[src/rtl/puf_pkg.sv]
// Shared FSM state type and default build constants for the PUF evaluation controller.
package puf_pkg;

  localparam int PUF_CHAL_W     = 64;
  localparam int PUF_DISCH_CYC  = 4;
  localparam int PUF_SETTLE_CYC = 16;
  localparam int PUF_REPS       = 5;

  typedef enum logic [2:0] {
    ST_IDLE   = 3'd0,
    ST_ARM    = 3'd1,
    ST_FIRE   = 3'd2,
    ST_SAMPLE = 3'd3,
    ST_DONE   = 3'd4
  } puf_state_e;

endpackage

[src/rtl/puf_resp_sync.sv]
// Two-flop synchronizer bringing the raw asynchronous PUF race result into clk.
module puf_resp_sync (
  input  logic clk,
  input  logic rst_n,
  input  logic async_i,
  output logic sync_o
);

  logic meta_q;
  logic sync_q;

  always_ff @(posedge clk or negedge rst_n) begin
    if (!rst_n) begin
      meta_q <= 1'b0;
      sync_q <= 1'b0;
    end else begin
      meta_q <= async_i;
      sync_q <= meta_q;
    end
  end

  assign sync_o = sync_q;

endmodule

[src/rtl/puf_eval_ctrl.sv]
// Arbiter-PUF evaluation sequencer: discharge, fire, sample, repeated with a majority vote.
// Majority voting over REPS evaluations needs PUF_MAJORITY_VOTE_EN; otherwise one evaluation.
//   state  | meaning
//   IDLE   | chal_ready high, waiting for a challenge
//   ARM    | excite low, race paths discharging
//   FIRE   | exciteL/exciteR high, race settling through the synchronizer
//   SAMPLE | synchronized response added to the ones count
//   DONE   | resp_valid high until resp_ready
module puf_eval_ctrl
  import puf_pkg::*;
#(
  parameter int CHAL_W     = PUF_CHAL_W,
  parameter int DISCH_CYC  = PUF_DISCH_CYC,
  parameter int SETTLE_CYC = PUF_SETTLE_CYC,
  parameter int REPS       = PUF_REPS
) (
  input  logic                      clk,
  input  logic                      rst_n,
  input  logic                      chal_valid,
  output logic                      chal_ready,
  input  logic [CHAL_W-1:0]         chal_in,
  output logic [CHAL_W-1:0]         challenge,
  output logic                      exciteL,
  output logic                      exciteR,
  input  logic                      puf_resp,
  output logic                      resp_valid,
  input  logic                      resp_ready,
  output logic                      resp,
  output logic [$clog2(REPS+1)-1:0] resp_ones
);

`ifdef PUF_MAJORITY_VOTE_EN
  localparam int EFF_REPS = REPS;
`else
  localparam int EFF_REPS = 1;
`endif

  localparam int CNT_W   = $clog2(REPS + 1);
  localparam int TMR_MAX = (DISCH_CYC > SETTLE_CYC) ? DISCH_CYC : SETTLE_CYC;
  localparam int TMR_W   = $clog2(TMR_MAX + 1);

  puf_state_e        state_q;
  logic [TMR_W-1:0]  tmr_q;
  logic [CNT_W-1:0]  rep_q;
  logic [CNT_W-1:0]  ones_q;
  logic [CHAL_W-1:0] chal_q;
  logic              excite_q;
  logic              chal_ready_q;
  logic              resp_valid_q;
  logic              resp_q;
  logic              sync_resp;
  logic [CNT_W-1:0]  rep_d;
  logic [CNT_W-1:0]  ones_d;

  puf_resp_sync u_sync (
    .clk     (clk),
    .rst_n   (rst_n),
    .async_i (puf_resp),
    .sync_o  (sync_resp)
  );

  always_comb begin
    rep_d  = (rep_q == CNT_W'(EFF_REPS)) ? rep_q : rep_q + 1'b1;
    ones_d = ones_q + CNT_W'(sync_resp);
  end

  always_ff @(posedge clk or negedge rst_n) begin
    if (!rst_n) begin
      state_q      <= ST_IDLE;
      tmr_q        <= '0;
      rep_q        <= '0;
      ones_q       <= '0;
      chal_q       <= '0;
      excite_q     <= 1'b0;
      chal_ready_q <= 1'b0;
      resp_valid_q <= 1'b0;
      resp_q       <= 1'b0;
    end else begin
      case (state_q)
        ST_IDLE: begin
          chal_ready_q <= 1'b1;
          if (chal_valid && chal_ready_q) begin
            chal_q       <= chal_in;
            rep_q        <= '0;
            ones_q       <= '0;
            chal_ready_q <= 1'b0;
            // First discharge also covers the accept cycle, so every rise sees DISCH_CYC+1 low cycles
            tmr_q        <= TMR_W'(DISCH_CYC);
            state_q      <= ST_ARM;
          end
        end
        ST_ARM: begin
          if (tmr_q == '0) begin
            excite_q <= 1'b1;
            tmr_q    <= TMR_W'(SETTLE_CYC - 1);
            state_q  <= ST_FIRE;
          end else begin
            tmr_q <= tmr_q - 1'b1;
          end
        end
        ST_FIRE: begin
          if (tmr_q == '0) begin
            excite_q <= 1'b0;
            state_q  <= ST_SAMPLE;
          end else begin
            tmr_q <= tmr_q - 1'b1;
          end
        end
        ST_SAMPLE: begin
          rep_q  <= rep_d;
          ones_q <= ones_d;
          if (rep_d == CNT_W'(EFF_REPS)) begin
            resp_q       <= (ones_d > CNT_W'(EFF_REPS / 2));
            resp_valid_q <= 1'b1;
            state_q      <= ST_DONE;
          end else begin
            tmr_q   <= TMR_W'(DISCH_CYC - 1);
            state_q <= ST_ARM;
          end
        end
        ST_DONE: begin
          if (resp_ready) begin
            resp_valid_q <= 1'b0;
            chal_ready_q <= 1'b1;
            state_q      <= ST_IDLE;
          end
        end
        default: state_q <= ST_IDLE;
      endcase
    end
  end

  assign chal_ready = chal_ready_q;
  assign challenge  = chal_q;
  assign exciteL    = excite_q;
  assign exciteR    = excite_q;
  assign resp_valid = resp_valid_q;
  assign resp       = resp_q;
  assign resp_ones  = ones_q;

endmodule

[config.mk]
export PLATFORM = sky130hd
export DESIGN_NAME = puf_eval_ctrl
export DESIGN_NICKNAME = d
export VERILOG_FILES = /design/src/rtl/puf_pkg.sv /design/src/rtl/puf_resp_sync.sv /design/src/rtl/puf_eval_ctrl.sv
export SDC_FILE = /design/constraint.sdc
export NUM_CORES = 1
export LEC_CHECK = 0
export ABC_AREA = 1
export CAP_MARGIN = 40
export CORE_ASPECT_RATIO = 1.75
export CORE_MARGIN = 8
export CORE_UTILIZATION = 30
export DETAILED_ROUTE_END_ITERATION = 10
export GPL_TIMING_DRIVEN = 1
export PLACE_DENSITY = 0.58
export SYNTH_ARGS = -nofsm -noshare
export SYNTH_HDL_FRONTEND = slang
export SYNTH_HIERARCHICAL = 1
export SYNTH_SLANG_ARGS = --single-unit
[constraint.sdc]
create_clock -name clk -period 1.5 [get_ports clk]
set_clock_uncertainty 0.2 [all_clocks]
set_input_delay 0.15 -clock clk [delete_from_list [all_inputs] [get_ports clk]]
set_output_delay 0.15 -clock clk [all_outputs]
set_load 0.01 [all_outputs]
Yosys cells after proc, flatten, opt, wreduce, memory -nomap -nowiden
Index checks and enable logic that the tools add are counted.
Operators by class
  multiplexer cells: 24
  equal/unequal tests: 13
  add/sub/neg operators: 3
  $lt $le $gt $ge: 1
  reductions and logical operators: 16
Operators by type and width (number)
  $mux 3: 7
  $mux 5: 4
  $pmux 5 s4: 1
  $pmux 3 s5: 1
  $ne 2x2->1 const B: 7
  $pmux 3 s2: 2
  $eq 3x1->1 const B: 3
  $reduce_and 2->1: 4
  $reduce_and 4->1: 2
  $reduce_bool 2->1: 4
  $eq 3x2->1 const B: 2
  $mux 1: 6
  $pmux 1 s2: 3
  $reduce_and 3->1: 2
  $logic_not 5->1: 1
  $sub 5x1->5 const B: 1
  $reduce_bool 4->1: 1
  $add 3x1->3: 1
  $add 3x1->3 const B: 1
  $eq 3x3->1 const B: 1
  $gt 3x1->1 const B: 1
  $logic_not 3->1: 1
  $logic_and 1x1->1: 1
Storage, ports and cells
  flip-flop bits (word level): 84
  output and inout bits: 72

Logic depth before layout (Yosys ltp)
Gate-level depths: netlist of run 1.
  depth in word-level cells: 5
  depth in mapped cells: 11
  depth with buffers taken out: 11

By module
Netlist of run 1, hierarchy kept.
By module, submodules not included
  puf_eval_ctrl: instances 1, sequential area each 2052.0 µm², cells each 420, area each 3597.2 µm²
  puf_resp_sync: instances 1, sequential area each 50.0 µm², cells each 2, area each 50.0 µm²

Worst setup path before layout of run 1
No wires, ideal clock.
  kind: reg-to-reg
  start: register tmr_q[0]
  end: register tmr_q[1]
  setup time: 0.065 ns
  buffers on the path: 0
  cell stages (with the launch flop): 8
  data required time: 1.235 ns
  setup slack: -0.021 ns
  arrival time: 1.256 ns
  period minus slack after synthesis: 1.521 ns
  path through: dfrtp_1 inv_1 ha_1 nand3b_2 or2_1 nand3_1 nand2_1 nand2_1
Between the ends
  word-level cells in the longest chain between the ends: 3
  elaborated cells between the ends (all ways): 7
  those cells by class: 1 x add/sub; 1 x eq/ne; 3 x mux; 2 x reduce/logical
RTL lines
  start, declared: line puf_eval_ctrl.sv:43  | logic [TMR_W-1:0] tmr_q;
  start signal, assigned: line puf_eval_ctrl.sv:88  | tmr_q <= TMR_W'(DISCH_CYC);
  start signal, assigned: line puf_eval_ctrl.sv:95  | tmr_q <= TMR_W'(SETTLE_CYC - 1);
  start signal, assigned: line puf_eval_ctrl.sv:98  | tmr_q <= tmr_q - 1'b1;
  $sub 5x1->5 or $logic_not 5->1 (tied branches)
  $mux 5, or another cell as far along: line puf_eval_ctrl.sv:102  | if (tmr_q == '0) begin
  $pmux 5 s4 or $reduce_and 4->1 (tied branches)
Parallel ways exist; a longest one is shown, timed or not. The select of a mux whose other input is x is not followed.
A chain may end at the register's enable or synchronous reset.

Worst setup path in the final report of run 1
  start: register rep_q[0]
  end: register resp_q (netlist: resp)
Between the ends
  word-level cells in the longest chain between the ends: 4
  elaborated cells between the ends (all ways): 5
  those cells by class: 1 x add/sub; 2 x eq/ne; 1 x mux; 1 x reduce/logical
RTL lines
  start, declared: line puf_eval_ctrl.sv:44  | logic [CNT_W-1:0] rep_q;
  start signal, assigned: line puf_eval_ctrl.sv:110  | rep_q <= rep_d;
  $add 3x1->3 or $eq 3x1->1 (tied branches): line puf_eval_ctrl.sv:63  | rep_d = (rep_q == CNT_W'(EFF_REPS)) ? rep_q : rep_q + 1'b1;
  $mux 3 (*): line puf_eval_ctrl.sv:63
  $eq 3x1->1 (*): line puf_eval_ctrl.sv:112  | if (rep_d == CNT_W'(EFF_REPS)) begin
  $reduce_and 2->1 (no line) (*)
  end signal, assigned: line puf_eval_ctrl.sv:113  | resp_q <= (ones_d > CNT_W'(EFF_REPS / 2));
  end, declared: line puf_eval_ctrl.sv:50  | logic resp_q;
Mark *: on every way between the ends. The rest lies on a longest branch, timed or not.

==> results of run 1 <==
## per-layer routing
metal / up-vias / track usage (%) / part of all wire [%]
met3: 12 / 4.37 / 5.1
met2: 90 / 26.8 / 57
met4: 0 / 5.68 / 1.5
met5: - / 0 / 0
li1: 1683 / - / -
met1: 1704 / 15.4 / 37
## power by group through the flow
stage                     clock network [uW]  registers (uW)  logic (uW)
final                                   2320            3940        7780
after global routing                    2490            4070        8380
after CTS                               2400            3900        6150
after detailed placement                   0            3930        5880
after global placement                     0            3910        5750
after floorplan                            0            4320        2290
## cells in the mapped netlist
cell	instances
nand2_1	117
dfrtp_1	84
inv_1	82
o21ai_1	59
o21ai_0	16
nand3_1	11
nor2_1	10
buf_4	7
buf_2	6
ha_1	5
nand2_2	5
inv_2	4
buf_6	3
o22ai_1	2
or2_1	2
xor2_1	2
a21oi_1	1
nand3b_1	1
nand3b_2	1
nor2_2	1
nor2_4	1
nor3_1	1
nor3_4	1
## area by class of cell
cell class | instances | area [sq um] | share of cell area (%)
Timing Repair Buffer | 202 | 2210 | 31.8
Sequential cell | 84 | 2100 | 30.2
Multi-Input combinational cell | 236 | 1840 | 26.4
Inverter | 86 | 323 | 4.64
Clock buffer | 10 | 229 | 3.29
Tap cell | 137 | 171 | 2.46
Clock inverter | 5 | 77.6 | 1.11
## state kept, by name, summed over array words and instances (netlist names)
register       cells
tmr_q              5
resp_ones          3
rep_q              3
resp_valid         1
state_q            3
exciteL            1
resp               1
u_sync/sync_o      1
challenge         64
chal_ready         1
u_sync/meta_q      1
## kinds of logic (layout without fill, tap and decap cells)
kind of cell / count (synthesis) / in the layout
XOR/XNOR: 2 / 2
flip-flops: 84 / 84
buffers and inverters: 102 / 303
adder cells (fa/ha/maj): 5 / 5
AND/OR/NAND/NOR: 151 / 151
AO/OA/AOI/OAI: 78 / 78
## final timing paths
path	end	slack, ps
worst max register to register	resp	-220
worst min-delay path	u_sync/meta_q	60
min in group asynchronous	challenge[5]	90
worst max-delay path	resp	-220
max in group asynchronous	challenge[9]	490
worst min register to register	u_sync/sync_o	150
## stage by stage
step / cells / hold slack [ps] / setup slack, ps / setup TNS, ps
after global routing: 760 / 54.9 / -258 / -10160
after floorplan: 422 / -346 / 10.5 / 0
after global placement: 714 / -93.8 / -234 / -14590
after detailed placement: 714 / -91.1 / -274 / -15760
after CTS: 744 / 46.6 / -75.5 / -1520
final: 760 / 58.9 / -221 / -5110
## repair_timing
item | in CTS | in global routing
buffers inserted | 8 | 5
pin swaps | 6 | 7
endpoints found under the setup margin | 135 | 81
gates cloned | 6 | 11
hold endpoints to repair | 84 | 0
gates resized for setup | 122 | 177
hold buffers | 1 | 0
## critical path: cells and delay by family (launching register included)
kind            cells  cell delay [ps]
compound gates      1              170
flops               1              460
simple gates        4              300
buf+inv             4              510
==> results.sh, run 1 <==
export IMPL_rr_startpoint="rep_q[0]"
export IMPL_ys_ff_latch=84
export IMPL_synth_top_area_share_pct=57.6
export IMPL_fin_crit_sh_pct=115
export IMPL_fill_cells=1013
export IMPL_synthAdderAreaFrac_pct=1.72
export IMPL_cts_clk_slew_worst_paths_ps=60
export IMPL_synth_top_family_by_area="simple AND/OR/NAND/NOR gates"
export IMPL_post_route_drc_count=0
export IMPL_cts_tree="done"
export IMPL_min_from="puf_resp"
export IMPL_core_sq_mm=0.0119
export IMPL_crit_path_cell_trace="buf_4, inv_1, nand2_4, nand2_4, nand2_4, inv_2, nand2_4, buf_12, o21ai_1"
export IMPL_final_cell_mix="dfrtp_1 (82), inv_1 (78), dlygate4sd2_1 (70), clkdlybuf4s50_1 (67)"
export IMPL_synth_compound_area_share_pct=10.8
export IMPL_firstDrtPassIters=4
export IMPL_cts_sinks=84
export IMPL_cts_buffers=9
export IMPL_rsz0062_at_grt="true"
export IMPL_synth_largest_area_cell="dfrtp_1"
export IMPL_final_common_cell="dfrtp_1"
export IMPL_cp_start_kind="register"
export IMPL_critPathLaunch="rep_q[0]"
export IMPL_io_buffer_count=140
export IMPL_drive_above_1_share_pct=37.7
export IMPL_violations="setup timing"
export IMPL_slew_headroom_pct=73.1
export IMPL_routed_wl_microns=13300
export IMPL_dieArea_sq_mm=0.0161
export IMPL_postRouteAntennaNets=0
export IMPL_grt_use_total_pct=14.8
export IMPL_layout_min_cycle_time_ps=1720
export IMPL_p_int_uw=8580
export IMPL_synth_warnings=6
export IMPL_ir_drop_uv=839
export IMPL_grt_max_degree=33
export IMPL_combPwrFrac_pct=55.4
export IMPL_slowest_stage="dfrtp_2"
export IMPL_cts_buffer_depth=2
export IMPL_max_freq_mhz=581
export IMPL_p_switching_uw=5460
export IMPL_drv_slew=0
export IMPL_die_w_microns=99.4
export IMPL_max_stage_delay_ps=460
export IMPL_hpwlAfterDp_microns=8100
export IMPL_synthTopCellsByArea="dfrtp_1 (58%), nand2_1 (12%), inv_1 (8.4%)"
export IMPL_synth_area_sq_mm=0.00365
export IMPL_power_density_mw_per_mm2=2020
export IMPL_power_uw=14000
export IMPL_crit_type="register to register"
export IMPL_area_growth_pct=90.8
export IMPL_num_nets_final=693
export IMPL_place_area_sq_mm=0.00540
export IMPL_cp_required_ps=1540
export IMPL_layout_setup_ws_ps=-221
export IMPL_grt_first_pass_wirelength_microns=18800
export IMPL_io_pins=141
export IMPL_p_clk_share_pct=16.5
export IMPL_muxShareOfSynthArea_pct=0
export IMPL_crit_fanout=3
export IMPL_seq_area_frac_synth_pct=57.6
export IMPL_status="complete, but fails checks"
export IMPL_power_frac_seq_pct=28.1
export IMPL_worstMarginPinSlew_ps=404
export IMPL_start_util_pct=30.6
export IMPL_setup_viol=79
export IMPL_hold_violations=0
export IMPL_avgSynthCellArea_sq_um=8.64
export IMPL_grt_pass1_vias=3657
export IMPL_synth_cells=422
export IMPL_utilization_pct=58.3
export IMPL_rows=53
export IMPL_swShare_pct=38.9
export IMPL_hp_class="input pin to register"
export IMPL_endpoint_kind="register"
export IMPL_die_h_microns=162
export IMPL_synthSimpleGateAreaFrac_pct=17.4
export IMPL_vias_per_cell=4.59
export IMPL_antenna_found_initial=0
export IMPL_clockRootBuffer="clkbuf_16"
export IMPL_drv_cap=0
export IMPL_gp_congestion=0.818
export IMPL_insertion_delay_ps=330
export IMPL_global_route_overflow_total=0
export IMPL_power_leakage_uw=0.00357
export IMPL_drtIter0Drc=75
export IMPL_cp_arrival_ps=1760
export IMPL_htreeDepth=3
export IMPL_reg2regPathDepth=9
export IMPL_antennaDiodeCount=0
export IMPL_synth_nets=496
export IMPL_vias=3489
export IMPL_ys_types=23
export IMPL_post_drt_wl_per_cell_microns=17.5
export IMPL_synth_xor_area_share_pct=0.480
export IMPL_whs_path_depth=1
export IMPL_final_cell_area_sq_mm=0.00696
export IMPL_path_common_cell="nand2_4"
Note: power is estimated with default switching activity, not from simulation.
==> run 2: changes to the inputs <==
Settings changed: DONT_BUFFER_PORTS set to 1, PLACE_DENSITY 0.58 to 0.42.
==> results.sh, run 2 (synthesis results as in run 1) <==
export IMPL_drtIter0Drc=151
export IMPL_die_h_microns=162
export IMPL_vias=3194
export IMPL_hp_class="input pin to asynchronous set/reset pin"
export IMPL_cp_arrival_ps=1640
export IMPL_grt_first_pass_wirelength_microns=16400
export IMPL_reg2regPathDepth=8
export IMPL_post_place_cells=578
export IMPL_crit_path_cell_trace="inv_2, nand2_4, nor3_4, buf_6, buf_12, clkbuf_16, nand2_2, o21ai_1"
export IMPL_r2r_end="challenge[4]"
export IMPL_rows=53
export IMPL_max_freq_mhz=632
export IMPL_rsz0062_at_grt="true"
export IMPL_endpoint_kind="register"
export IMPL_rr_startpoint="state_q[1]"
export IMPL_status="complete, but fails checks"
export IMPL_start_util_pct=30.6
export IMPL_dp_slack_ps=-147
export IMPL_crit_fanout=7
export IMPL_max_stage_delay_ps=390
export IMPL_die_w_microns=99.4
export IMPL_htreeDepth=3
export IMPL_slew_headroom_pct=81.6
export IMPL_fill_cells=1040
export IMPL_fin_crit_sh_pct=106
export IMPL_insertion_delay_ps=330
export IMPL_io_pins=141
export IMPL_slowest_stage="dfrtp_1"
export IMPL_hpwlAfterDp_microns=7080
export IMPL_antennaDiodeCount=0
export IMPL_cts_buffer_depth=2
export IMPL_cp_start_kind="register"
export IMPL_drv_slew=0
export IMPL_violations="hold timing, setup timing"
export IMPL_global_route_overflow_total=0
export IMPL_drive_above_1_share_pct=41.6
export IMPL_power_uw=12600
export IMPL_cp_required_ps=1560
export IMPL_crit_family="buffers and inverters"
export IMPL_antenna_found_initial=0
export IMPL_grt_use_total_pct=13.0
export IMPL_grt_max_degree=85
export IMPL_postRouteAntennaNets=0
export IMPL_stdcell_count=690
export IMPL_gp_congestion=0.750
export IMPL_cts_hold_buf=66
export IMPL_power_leakage_uw=0.00299
export IMPL_firstDrtPassIters=6
export IMPL_cts_tree="done"
export IMPL_post_drt_wl_per_cell_microns=17.1
export IMPL_clockRootBuffer="clkbuf_16"
export IMPL_final_cell_mix="dfrtp_1 (83), inv_1 (75), dlygate4sd3_1 (66), nand2_2 (50), nand2_1 (48)"
export IMPL_drv_cap=0
export IMPL_num_nets_final=622
export IMPL_r2r_slack_ps=-80
export IMPL_dieArea_sq_mm=0.0161
export IMPL_final_common_cell="dfrtp_1"
export IMPL_core_sq_mm=0.0119
export IMPL_grt_pass1_vias=3276
export IMPL_power_density_mw_per_mm2=2050
export IMPL_largest_reg_flops=64
export IMPL_vias_per_cell=4.63
export IMPL_routed_wl_microns=11800
export IMPL_worstMarginPinSlew_ps=273
export IMPL_ir_drop_uv=835
export IMPL_area_growth_pct=67.9
export IMPL_post_route_drc_count=0
export IMPL_cts_buffers=9
export IMPL_worst_path_buf_inv=4
export IMPL_layout_setup_ws_ps=-83.1
export IMPL_hold_violations=84
export IMPL_cts_clk_slew_worst_paths_ps=60
export IMPL_io_buffer_count=0
export IMPL_holdWs_ps=-683
export IMPL_cts_sinks=84
export IMPL_utilization_pct=51.3
export IMPL_layout_min_cycle_time_ps=1580
export IMPL_crit_type="register to register"
export IMPL_setup_viol=73
==> run 2: changes by cell type in the layout (fill, tap and decap cells not counted), moves of 3 or more <==
cell             change
dlygate4sd2_1       -70
clkdlybuf4s50_1     -67
dlygate4sd3_1       +65
nand2_4             -23
o21ai_1              +4
o21ai_2              -6
buf_16               -5
nand2_2             +17
nand2_1              +6
inv_1                -3
clkbuf_16            +3
buf_4                +5
==> run 2: worst reg2reg max path, stage by stage (launching register included) <==
cell and delay (ps):
dfrtp_1 390, inv_2 80, nand2_4 60, nor3_4 200, buf_6 170, buf_12 150
clkbuf_16 170, nand2_2 50, o21ai_1 70
==> run 2: power by group <==
group / switching (uW) / internal, uW / total (uW)
sequential: 1290 / 3310 / 4600
clock: 906 / 1470 / 2370
combinational: 2800 / 2800 / 5600
total: 4990 / 7580 / 12600
==> run 2: layer usage <==
layer / global-route usage [%] / share of wire [%] / vias up
met1: 12.5 / 34 / 1552
met4: 5.89 / 2.5 / 0
li1: - / - / 1535
met5: 0 / 0 / -
met3: 3.86 / 5.2 / 20
met2: 24.3 / 59 / 87
==> run 2: worst max-delay path by stage <==
stage	start	endpoint	slack, ps	cells past startpoint
final	state_q[1]	challenge[4]	-80	8
after global routing	rep_q[1]	tmr_q[4]	-170	11
after CTS	state_q[1]	challenge[62]	-90	8
after detailed placement	rep_q[0]	tmr_q[2]	-150	9
after global placement	state_q[1]	rep_q[0]	-120	6
after floorplan	rep_q[1]	tmr_q[2]	10	10
==> run 2: final cells by class <==
class / count / area [sq um] / share of cell area (%)
multi-input cells: 236 / 1690 / 27.6
clock buffers: 11 / 233 / 3.80
clock inverters: 5 / 83.8 / 1.37
repair buffers: 131 / 1520 / 24.8
flip-flops and latches: 84 / 2100 / 34.3
well taps: 137 / 171 / 2.80
inverters: 86 / 325 / 5.31
==> run 2: timing repair <==
action,CTS,global route
gates cloned,2,15
setup endpoints to repair,76,78
pin swaps,12,13
buffers inserted,7,7
hold endpoints to repair,152,84
resized for setup,57,140
==> run 2: metrics by stage <==
stage          area (sq um)  hold slack [ps]  TNS (ps)
3_5_place_dp           4010             -340     -7100
4_1_cts                5280             -701     -3180
3_3_place_gp           4010             -340     -5030
5_1_grt                6120             -701     -8340
6_report               6120             -683     -3170
2_1_floorplan          3650             -346         0
==> run 3: changes to the inputs <==
Settings changed: CTS_BUF_LIST set to sky130_fd_sc_hd__clkbuf_2 sky130_fd_sc_hd__clkbuf_4 sky130_fd_sc_hd__clkbuf_8, CTS_CLUSTER_SIZE set to 10.
==> results.sh, run 3 (synthesis results as in run 1) <==
export IMPL_status="complete, but fails checks"
export IMPL_violations="hold timing, setup timing"
export IMPL_holdWs_ps=-716
export IMPL_vias=3205
export IMPL_antennaDiodeCount=0
export IMPL_rsz0062_at_grt="true"
export IMPL_firstDrtPassIters=4
export IMPL_io_pins=141
export IMPL_drv_cap=0
export IMPL_start_util_pct=30.6
export IMPL_slowest_stage="dfrtp_1"
export IMPL_fin_crit_sh_pct=106
export IMPL_drive_above_1_share_pct=44.0
export IMPL_routed_wl_microns=11800
export IMPL_p_int_uw=7190
export IMPL_cp_start_kind="register"
export IMPL_p_clk_share_pct=14.9
export IMPL_insertion_delay_ps=360
export IMPL_crit_type="register to register"
export IMPL_cts_buffers=9
export IMPL_power_leakage_uw=0.00306
export IMPL_grt_max_degree=85
export IMPL_largest_reg_flops=64
export IMPL_hold_violations=84
export IMPL_cp_arrival_ps=1640
export IMPL_core_sq_mm=0.0119
export IMPL_setup_viol=75
export IMPL_num_nets_final=624
export IMPL_power_density_mw_per_mm2=1980
export IMPL_post_route_drc_count=0
export IMPL_max_stage_delay_ps=400
export IMPL_layout_min_cycle_time_ps=1600
export IMPL_cts_sinks=84
export IMPL_global_route_overflow_total=0
export IMPL_cts_buffer_depth=2
export IMPL_grt_first_pass_wirelength_microns=16400
export IMPL_gp_congestion=0.750
export IMPL_grt_use_total_pct=13.0
export IMPL_p_switching_uw=5030
export IMPL_dp_slack_ps=-147
export IMPL_layout_setup_ws_ps=-97.2
export IMPL_final_cell_mix="dfrtp_1 (83), inv_1 (76), dlygate4sd3_1 (67), o21ai_2 (45), nand2_2 (43)"
export IMPL_rows=53
export IMPL_swShare_pct=41.2
export IMPL_vias_per_cell=4.63
export IMPL_r2r_slack_ps=-100
export IMPL_cts_tree="done"
export IMPL_power_frac_seq_pct=37.6
export IMPL_path_common_cell="nand2_4"
export IMPL_slew_headroom_pct=81.4
export IMPL_io_buffer_count=0
export IMPL_max_freq_mhz=626
export IMPL_cts_hold_buf=67
export IMPL_postRouteAntennaNets=0
export IMPL_drtIter0Drc=105
export IMPL_cp_required_ps=1550
export IMPL_hp_class="input pin to asynchronous set/reset pin"
export IMPL_crit_fanout=5
export IMPL_htreeDepth=3
export IMPL_clockRootBuffer="clkbuf_8"
export IMPL_ir_drop_uv=978
export IMPL_cts_clk_slew_worst_paths_ps=90
export IMPL_post_drt_wl_per_cell_microns=17.1
export IMPL_hpwlAfterDp_microns=7080
export IMPL_final_common_cell="dfrtp_1"
export IMPL_grt_pass1_vias=3284
export IMPL_die_w_microns=99.4
export IMPL_crit_path_cell_trace="inv_2, ha_4, nand2_4, nand2_2, nand2_2, nand2_4, inv_4, nand2_4, nand2_4, nand2_1, nand2_1"
export IMPL_die_h_microns=162
export IMPL_drv_slew=0
export IMPL_area_growth_pct=68.9
export IMPL_antenna_found_initial=0
export IMPL_combPwrFrac_pct=47.5
export IMPL_worstMarginPinSlew_ps=276
export IMPL_dieArea_sq_mm=0.0161
export IMPL_endpoint_kind="register"
[run 3: cell count changes in the layout (fill, tap and decap cells not counted), moves of 4 or more]
| cell | before | now |
|---|---|---|
| clkbuf_8 | 0 | 9 |
| nand2_1 | 48 | 42 |
| clkbuf_16 | 21 | 12 |
| nand2_2 | 50 | 43 |
| o21ai_1 | 27 | 23 |
| o21ai_2 | 41 | 45 |
| nand2_4 | 24 | 37 |
[run 3: layout make-up]
class | count | area, sq um
timing repair buffer | 133 | 1540
multi-input combinational | 236 | 1790
fill | 1042 | 5780
tap | 137 | 171
inverter | 86 | 325
clock buffer | 11 | 139
sequential | 84 | 2100
clock inverter | 5 | 83.8
[run 3: power groups by stage]
stage               Sequential (uW)  Combinational (uW)  Clock [uW]
floorplan                      4320                2290           0
global placement               4650                3210           0
detailed placement             4630                3290           0
CTS                            4630                4130        1880
global route                   4730                6350        1940
finish                         4600                5800        1820
[run 3: final timing paths]
check,cells past startpoint,endpoint,from
hold reg to reg,0,u_sync/sync_o,u_sync/meta_q
setup / recovery,11,tmr_q[2],rep_q[1]
setup reg to reg,11,tmr_q[2],rep_q[1]
hold / removal,0,challenge[4],rst_n
max in group asynchronous,0,resp_valid,rst_n
min in group clk,1,u_sync/meta_q,puf_resp
[run 3: worst max-delay path: cells and delay by family (launching register included)]
| family | cells | cell delay [ps] |
|---|---|---|
| flip-flops | 1 | 400 |
| AND/OR/NAND/NOR | 8 | 610 |
| buffers and inverters | 2 | 120 |
| adder cells (fa/ha/maj) | 1 | 160 |
[run 3: repair_timing]
item                                    CTS  global route
pin swaps                                12            21
gates resized for setup                  58           165
buffers inserted                          7             8
endpoints found under the setup margin   78            78
cloned                                    2            15
endpoints found under the hold margin   152            84
[run 3: layer usage]
metal	wire length [microns]	vias to the layer above	global-route usage, %
li1	-	1537	-
met1	4060	1557	12.6
met2	6810	89	24.1
met3	653	22	4.11
met4	319	0	5.89
met5	0	-	0
[run 3: per-stage QoR]
step	total power, uW	std cells	cell area, sq um	setup TNS (ps)	util [%]
3_5_place_dp	7920	578	4010	-7100	33.6
4_1_cts	10600	670	5200	-3150	43.6
5_1_grt	13000	692	6160	-9270	51.6
3_3_place_gp	7860	578	4010	-5030	33.6
6_report	12200	692	6160	-4290	51.6
2_1_floorplan	6610	422	3650	0	-
